## src/rtl/alu_operand_stage.sv

```systemverilog
// Operand-fetch stage: register file, forwarding, immediate/negate select, one output register.
// Latency: one cycle from accept to DATA1/DATA2/SELECT valid.
// Backpressure: IN_READY = !OUT_VALID || OUT_READY; a stalled operation holds its captured operands.
module alu_operand_stage #(
  parameter int WIDTH  = 8,
  parameter int NREGS  = 8,
  parameter int ADDR_W = 3
) (
  input  logic              CLK,
  input  logic              RESET,
  input  logic              IN_VALID,
  output logic              IN_READY,
  input  logic [ADDR_W-1:0] READREG1,
  input  logic [ADDR_W-1:0] READREG2,
  input  logic [WIDTH-1:0]  IMMEDIATE,
  input  logic              IMM_SEL,
  input  logic              NEG_SEL,
  input  logic [2:0]        ALUOP,
  output logic              OUT_VALID,
  input  logic              OUT_READY,
  output logic [WIDTH-1:0]  DATA1,
  output logic [WIDTH-1:0]  DATA2,
  output logic [2:0]        SELECT,
  input  logic              WRITEENABLE,
  input  logic [ADDR_W-1:0] WRITEREG,
  input  logic [WIDTH-1:0]  WRITEDATA
);

  logic [WIDTH-1:0] regs_q [NREGS];
  logic [WIDTH-1:0] regs_d [NREGS];

  logic             valid_q, valid_d;
  logic [WIDTH-1:0] data1_q, data1_d;
  logic [WIDTH-1:0] data2_q, data2_d;
  logic [2:0]       select_q, select_d;

  logic             accept;
  logic [WIDTH-1:0] r1, r2, s2, op2;

  assign IN_READY  = !valid_q || OUT_READY;
  assign accept    = IN_VALID && IN_READY;
  assign OUT_VALID = valid_q;
  assign DATA1     = data1_q;
  assign DATA2     = data2_q;
  assign SELECT    = select_q;

  // Register-file write port; independent of the operand handshake.
  always_comb begin
    regs_d = regs_q;
    if (WRITEENABLE) begin
      regs_d[WRITEREG] = WRITEDATA;
    end
  end

  // Register-file state; reset clears every entry.
  always_ff @(posedge CLK or posedge RESET) begin
    if (RESET) begin
      for (int i = 0; i < NREGS; i++) begin
        regs_q[i] <= '0;
      end
    end else begin
      regs_q <= regs_d;
    end
  end

  // Operand formation: write-first forwarding, immediate select, optional two's-complement negate.
  always_comb begin
    r1  = (WRITEENABLE && (WRITEREG == READREG1)) ? WRITEDATA : regs_q[READREG1];
    r2  = (WRITEENABLE && (WRITEREG == READREG2)) ? WRITEDATA : regs_q[READREG2];
    s2  = IMM_SEL ? IMMEDIATE : r2;
    op2 = NEG_SEL ? (~s2 + WIDTH'(1)) : s2;
  end

  // Output register next state: load on accept, drop valid on a bare consume, otherwise hold.
  always_comb begin
    valid_d  = valid_q;
    data1_d  = data1_q;
    data2_d  = data2_q;
    select_d = select_q;
    if (accept) begin
      valid_d  = 1'b1;
      data1_d  = r1;
      data2_d  = op2;
      select_d = ALUOP;
    end else if (valid_q && OUT_READY) begin
      valid_d  = 1'b0;
    end
  end

  // Output register state; reset discards any held operation.
  always_ff @(posedge CLK or posedge RESET) begin
    if (RESET) begin
      valid_q  <= 1'b0;
      data1_q  <= '0;
      data2_q  <= '0;
      select_q <= '0;
    end else begin
      valid_q  <= valid_d;
      data1_q  <= data1_d;
      data2_q  <= data2_d;
      select_q <= select_d;
    end
  end

endmodule

```

## config.mk

```make
export PLATFORM = sky130hd
export DESIGN_NAME = alu_operand_stage
export DESIGN_NICKNAME = d
export VERILOG_FILES = /design/src/rtl/alu_operand_stage.sv
export SDC_FILE = /design/constraint.sdc
export NUM_CORES = 1
export LEC_CHECK = 0
export CELL_PAD_IN_SITES_DETAIL_PLACEMENT = 0
export CELL_PAD_IN_SITES_GLOBAL_PLACEMENT = 1
export CORE_MARGIN = 3
export CORE_UTILIZATION = 47
export CTS_BUF_LIST = sky130_fd_sc_hd__clkbuf_8
export CTS_CLUSTER_DIAMETER = 80
export DETAILED_ROUTE_END_ITERATION = 12
export GPL_TIMING_DRIVEN = 0
export PLACE_DENSITY = 0.9
export SYNTH_ARGS = -nofsm -noshare
export SYNTH_HDL_FRONTEND = slang
export SYNTH_SLANG_ARGS = --single-unit
```

## constraint.sdc

```tcl
create_clock -name CLK -period 3.3 [get_ports CLK]
set_input_delay 0.99 -clock CLK [delete_from_list [all_inputs] [get_ports CLK]]
set_output_delay 0.99 -clock CLK [all_outputs]
set_load 0.02 [all_outputs]
```

Yosys cells after proc, flatten, opt, wreduce, memory -nomap -nowiden. Index checks and enable logic that the tools add are counted.

Add/subtract/negate cells: 1. Order comparisons: 4. Equal/unequal tests: 2. Muxes and demuxes: 15. Bitwise operators: 4. Reduce and logical (&&, ||, !) cells: 8.

Operators with widths (number): 8-bit two-way mux (9); 64-bit bitwise mux (1); 8-bit binary-select mux with 3-bit select (2); 8-bit demux with 3-bit select (1); 4-bit greater-or-equal comparator (second input constant) (3); 3-bit inverter with 4-bit output (3); 8-bit by 1-bit adder with 8-bit output (second input constant) (1); 8-bit inverter (1); 3-bit == test (2); 1-bit logical AND (5); 4-bit by 1-bit less-than comparator with 1-bit output (second input constant) (1); 1-bit two-way mux (2); 2-bit nonzero test (1); 1-bit zero test (1); 1-bit logical OR (1).

Flip-flop bits (word level): 84. Input bits: 35. Output and inout bits: 21. Word-level logic and storage cells: 46.

Depth between registers and ports, before layout.
Depth after elaboration: 9. Depth in mapped cells: 12. Gate-level depth less buffers: 10.

Worst setup path before layout. No wires, ideal clock.

Path kind: input-to-reg. Start point: input READREG2[1]. End point: register data2_q[6], in the netlist DATA2[6]. Library setup time: 0.131 ns. Arrival: 3.029 ns. Required time: 3.169 ns. Setup slack: 0.140 ns. Stages on the path: 11. Buffers on the path: 2. Cell sequence: clkbuf_1 clkbuf_1 mux4_1 mux2i_1 a21oi_1 a21oi_1 ha_1 nand4_1 o41ai_2 xor2_1 o21ai_1.

Word-level cells in the longest chain between the ends: 9. Elaborated cells between the ends (all ways): 11. Classes of those cells: 1 x add/sub; 1 x eq/ne; 6 x mux; 2 x bitwise; 1 x reduce/logical.

Ends and longest elaborated chain: start, declared (RTL line 14) `input logic [ADDR_W-1:0] READREG2,`; 3-bit inverter with 4-bit output (implied by the code) (RTL line 69) `r2 = (WRITEENABLE && (WRITEREG == READREG2)) ? WRITEDATA : regs_q[READREG2];`; 8-bit binary-select mux with 3-bit select (RTL line 69); 8-bit two-way mux (implied by the code) (2 in a row) (RTL line 69); 8-bit two-way mux (*) (RTL line 69); 8-bit two-way mux (*) (RTL line 70) `s2 = IMM_SEL ? IMMEDIATE : r2;`; 8-bit inverter (RTL line 71) `op2 = NEG_SEL ? (~s2 + WIDTH'(1)) : s2;`; 8-bit by 1-bit adder with 8-bit output (RTL line 71); 8-bit two-way mux (*) (RTL line 71); end signal, assigned (RTL line 100) `data2_q <= data2_d;`; end, declared (RTL line 34) `logic [WIDTH-1:0] data2_q, data2_d;`.

Mark *: on every way between the ends. The rest lies on a longest branch, timed or not. The select of a mux whose other input is x is not followed. A chain may end at the register's enable or synchronous reset.

Worst setup path in the final report.
Start point: input OUT_READY. End point: output IN_READY.

Word-level cells in the longest chain between the ends: 1.

Ends and longest elaborated chain: start, declared (RTL line 20) `input logic OUT_READY,`; 1-bit logical OR (RTL line 40) `assign IN_READY = !valid_q || OUT_READY;`; end, declared (RTL line 12) `output logic IN_READY,`.

No other way between the ends.

==> impl_results.md <==
* Hold Path Cell Cnt at 2
* Switching share of power at between 30% and 40%
* Vias in the first global route at 3278
* CTS H-tree lvls at 3
* Crit Path Class: in2out
* Mapped Area at 0.00460 mm²
* WP data arrival at 2.19 ns
* Maxcap violations at 0
* Main flop type after synthesis: dfrtp_1
* Fillers at a little over 800
* Unique masters post-synth at 37
* Fmax at approximately 310 MHz
* Crit start category: primary input
* Final Worst Setup Slack at 0.121 ns
* DP Worst Slack at -0.604 ns
* Initial Util at between 40% and 50%
* Routed WL at between 10000 and 15000 µm
* Core Box Area at 0.00937 mm²
* Multi-input gate area at about 0.0024 mm²
* Final nets at about 450
* Synthesized net count at 397
* Clk_lat worst skew at around 0.36 ns
* # clock sinks at 84
* Antenna-violating nets left at 0
* Via density at between 5 and 6
* Final slew viol count at 0
* Dpl cells at roughly 530
* Main combinational cell family by area after synthesis: multiplexers
* Input/output buffers at 41
* Via count of the routed design at ~3.3k
* Hold WS at between 0.4 and 0.5 ns
* Leakage at 2.29 nW
* Post-route minimum period at 3.18 ns
* Simple-Gate Fraction of Synth Area at around 7.2%
* Synth Warn # at 0
* Antenna violations before repair at 0
* WP data required at 2.31 ns
* #FFs+latches synth at 84
* Die Span X at 105 µm
* Row count at 35
* # hold bufs at CTS at 0
* Gpl congestion at ~0.8
* Largest net degree at the start of global routing at 68
* Final Hold Fails at 0
* Reg power frac at between 40% and 50%
* Die area at around 0.011 mm²
* Grt met2 use at 32.0%
* IO Pins at 56
* Grt total ovfl at 0
* Synth Area in Compound Gates at about 6.7%
* Actual slew at the worst max-slew pin at 1.02 ns
* Top fanout value on the critical path at 3
* Most frequent cells in the layout: dfrtp_1 (84), mux2_2 (65), nand2_1 (39), clkdlybuf4s50_1 (39), o21ai_0 (34)
* Layout Cells excl Fill at 550
* Drt wl/cell at 20.2 µm
* Met3 usage at between 4 and 5%
* Register area share after synthesis at 45.7%
* # DRC at 0
* Commonest non-fill, non-tap cell in the layout: dfrtp_1
* Top Usage Layer GRT: met2
* Post-synth EDFFs at 0
* CTS max path bufs at 2
* Synthesized area per cell at between 10 and 15 µm²
* Post-DP HPWL at 7690 µm
* RSZ-0062 raised after global routing: no
* Global-route wire length before repair at about 18000 µm
* Tot GR Track Use at approximately a fifth
* Peak VDD IR at approximately 0.00034 V
* Synth Area in XOR/XNOR at approximately 1.9%
* Chip Height at 105 µm
* Logic pwr share at a little under a third
* Internal Power at approximately 0.0021 W
* Area leader, netlist: dfrtp_1
* GR Util met1 at a little under a third
* Final Skew at about 0.0055 ns
* Mux contribution to synthesized area at between 30% and 40%
* Synth-to-Final Area Change at 18.1%
* Crit end category: output pin
* Synth top area cells: dfrtp_1 (46%), mux2_2 (16%), mux4_2 (10%)
* Fin crit share at 96.3%
* Final setup vio count at 0
* Synth top area share at between 40% and 50%
* Clk pwr share at a little under a quarter
* Power Dens Cells at roughly 550 mW/mm²
* Ant. Diodes at 0
* P_sw at between 0.0009 and 0.001 W
* CTS tree: done
* Reg area at approximately 0.0021 mm²
* R2R cell count at 7
* Worst slew margin at a little under a third
* Min-Delay Path Class: reg2reg
* CTS buffer count at 9
* Synth Instances at between 300 and 400
* Synth Area in Adders at 0.272%
* DR pass1 iterations at 5
* 1st-iter DRT viols at 174
* Clock-pin slew on the worst setup and hold paths at ~0.080 ns
* Async SR Flop Fraction at between 90% and 100%
* Outcome: finished clean
* Fraction of layout cells with a size suffix above 1 at between 20% and 30%
* Root Driver: clkbuf_8
flip-flops by register name, indices dropped and copies added, names as in the netlist:
name and flops:
DATA2 8, OUT_VALID 1, SELECT 3, DATA1 8, regs_q 64
final timing paths:
path	slack [ns]	startpoint	endpoint
worst max-delay path	0.12	OUT_READY	IN_READY
worst min-delay path	0.49	DATA2[0]	DATA2[0]
worst max register to register	0.76	regs_q[53]	DATA2[7]
worst min register to register	0.49	DATA2[0]	DATA2[0]
max in group asynchronous	1.79	RESET	regs_q[49]
min in group asynchronous	0.91	RESET	OUT_VALID
critical path, cell delays in order:
cell and delay (ns):
clkdlybuf4s50_1 0.44, nand2b_1 0.14, clkdlybuf4s50_1 0.62
timing repair:
action | in CTS | in global routing
buffers inserted | 2 | 0
gates resized for setup | 4 | 6
endpoints found under the setup margin | 5 | 6
power by group through the flow:
stage / combinational [W] / sequential (W) / clock (W)
final: 0.000899 / 0.00141 / 0.000697
after global routing: 0.000975 / 0.00144 / 0.000745
after CTS: 0.000902 / 0.00141 / 0.000707
after detailed placement: 0.000896 / 0.00143 / 0
after global placement: 0.000868 / 0.00140 / 0
after floorplan: 0.000558 / 0.00145 / 0
metrics by stage:
stage,power [W],cell area [µm²],utilization (%),TNS [ns]
after floorplan,0.00200,4600,-,0
after global placement,0.00227,5170,55.2,-99.09
after detailed placement,0.00232,5220,55.7,-3.38
after CTS,0.00301,5430,57.9,0
after global routing,0.00316,5440,58.0,0
final,0.00300,5440,58.0,0
kinds of logic (layout without fill, tap and decap cells):
logic type                 Yosys count  count (layout)
muxes                              115             115
adders and majority gates            1               1
DFF                                 84              84
and+or+nand+nor                     68              68
AOI/OAI and AO/OA                   52              52
xor gates and xnor gates            10              10
buffers and inverters               31              91
cell usage after synthesis, types with 3 or more instances:
master	count
o21ai_1	3
buf_2	4
mux2i_1	21
xor2_1	3
nand2b_1	3
inv_1	5
nor3_1	3
mux4_1	7
a21oi_1	3
nand4_1	5
nand4b_1	5
nand3_1	4
dfrtp_1	84
mux2_2	65
nand2_1	39
nor2b_1	3
mux4_2	21
a22oi_1	4
o21ai_0	34
xnor2_1	7
clkbuf_1	18
cell type report:
type,count,share of cell area [%]
multi-input combinational,246,43.9
sequential,84,38.7
timing repair buffer,44,8.29
clock buffer,12,3.04
tap,129,2.97
buffer,26,2.33
clock inverter,4,0.437
inverter,5,0.391
layer usage:
layer,part of all wire [%],vias to the layer above
met5,0,-
met4,1.4,0
met3,7.2,15
met2,46,129
met1,46,1657
li1,-,1464
No activity file was read; power rests on OpenSTA's default activity.
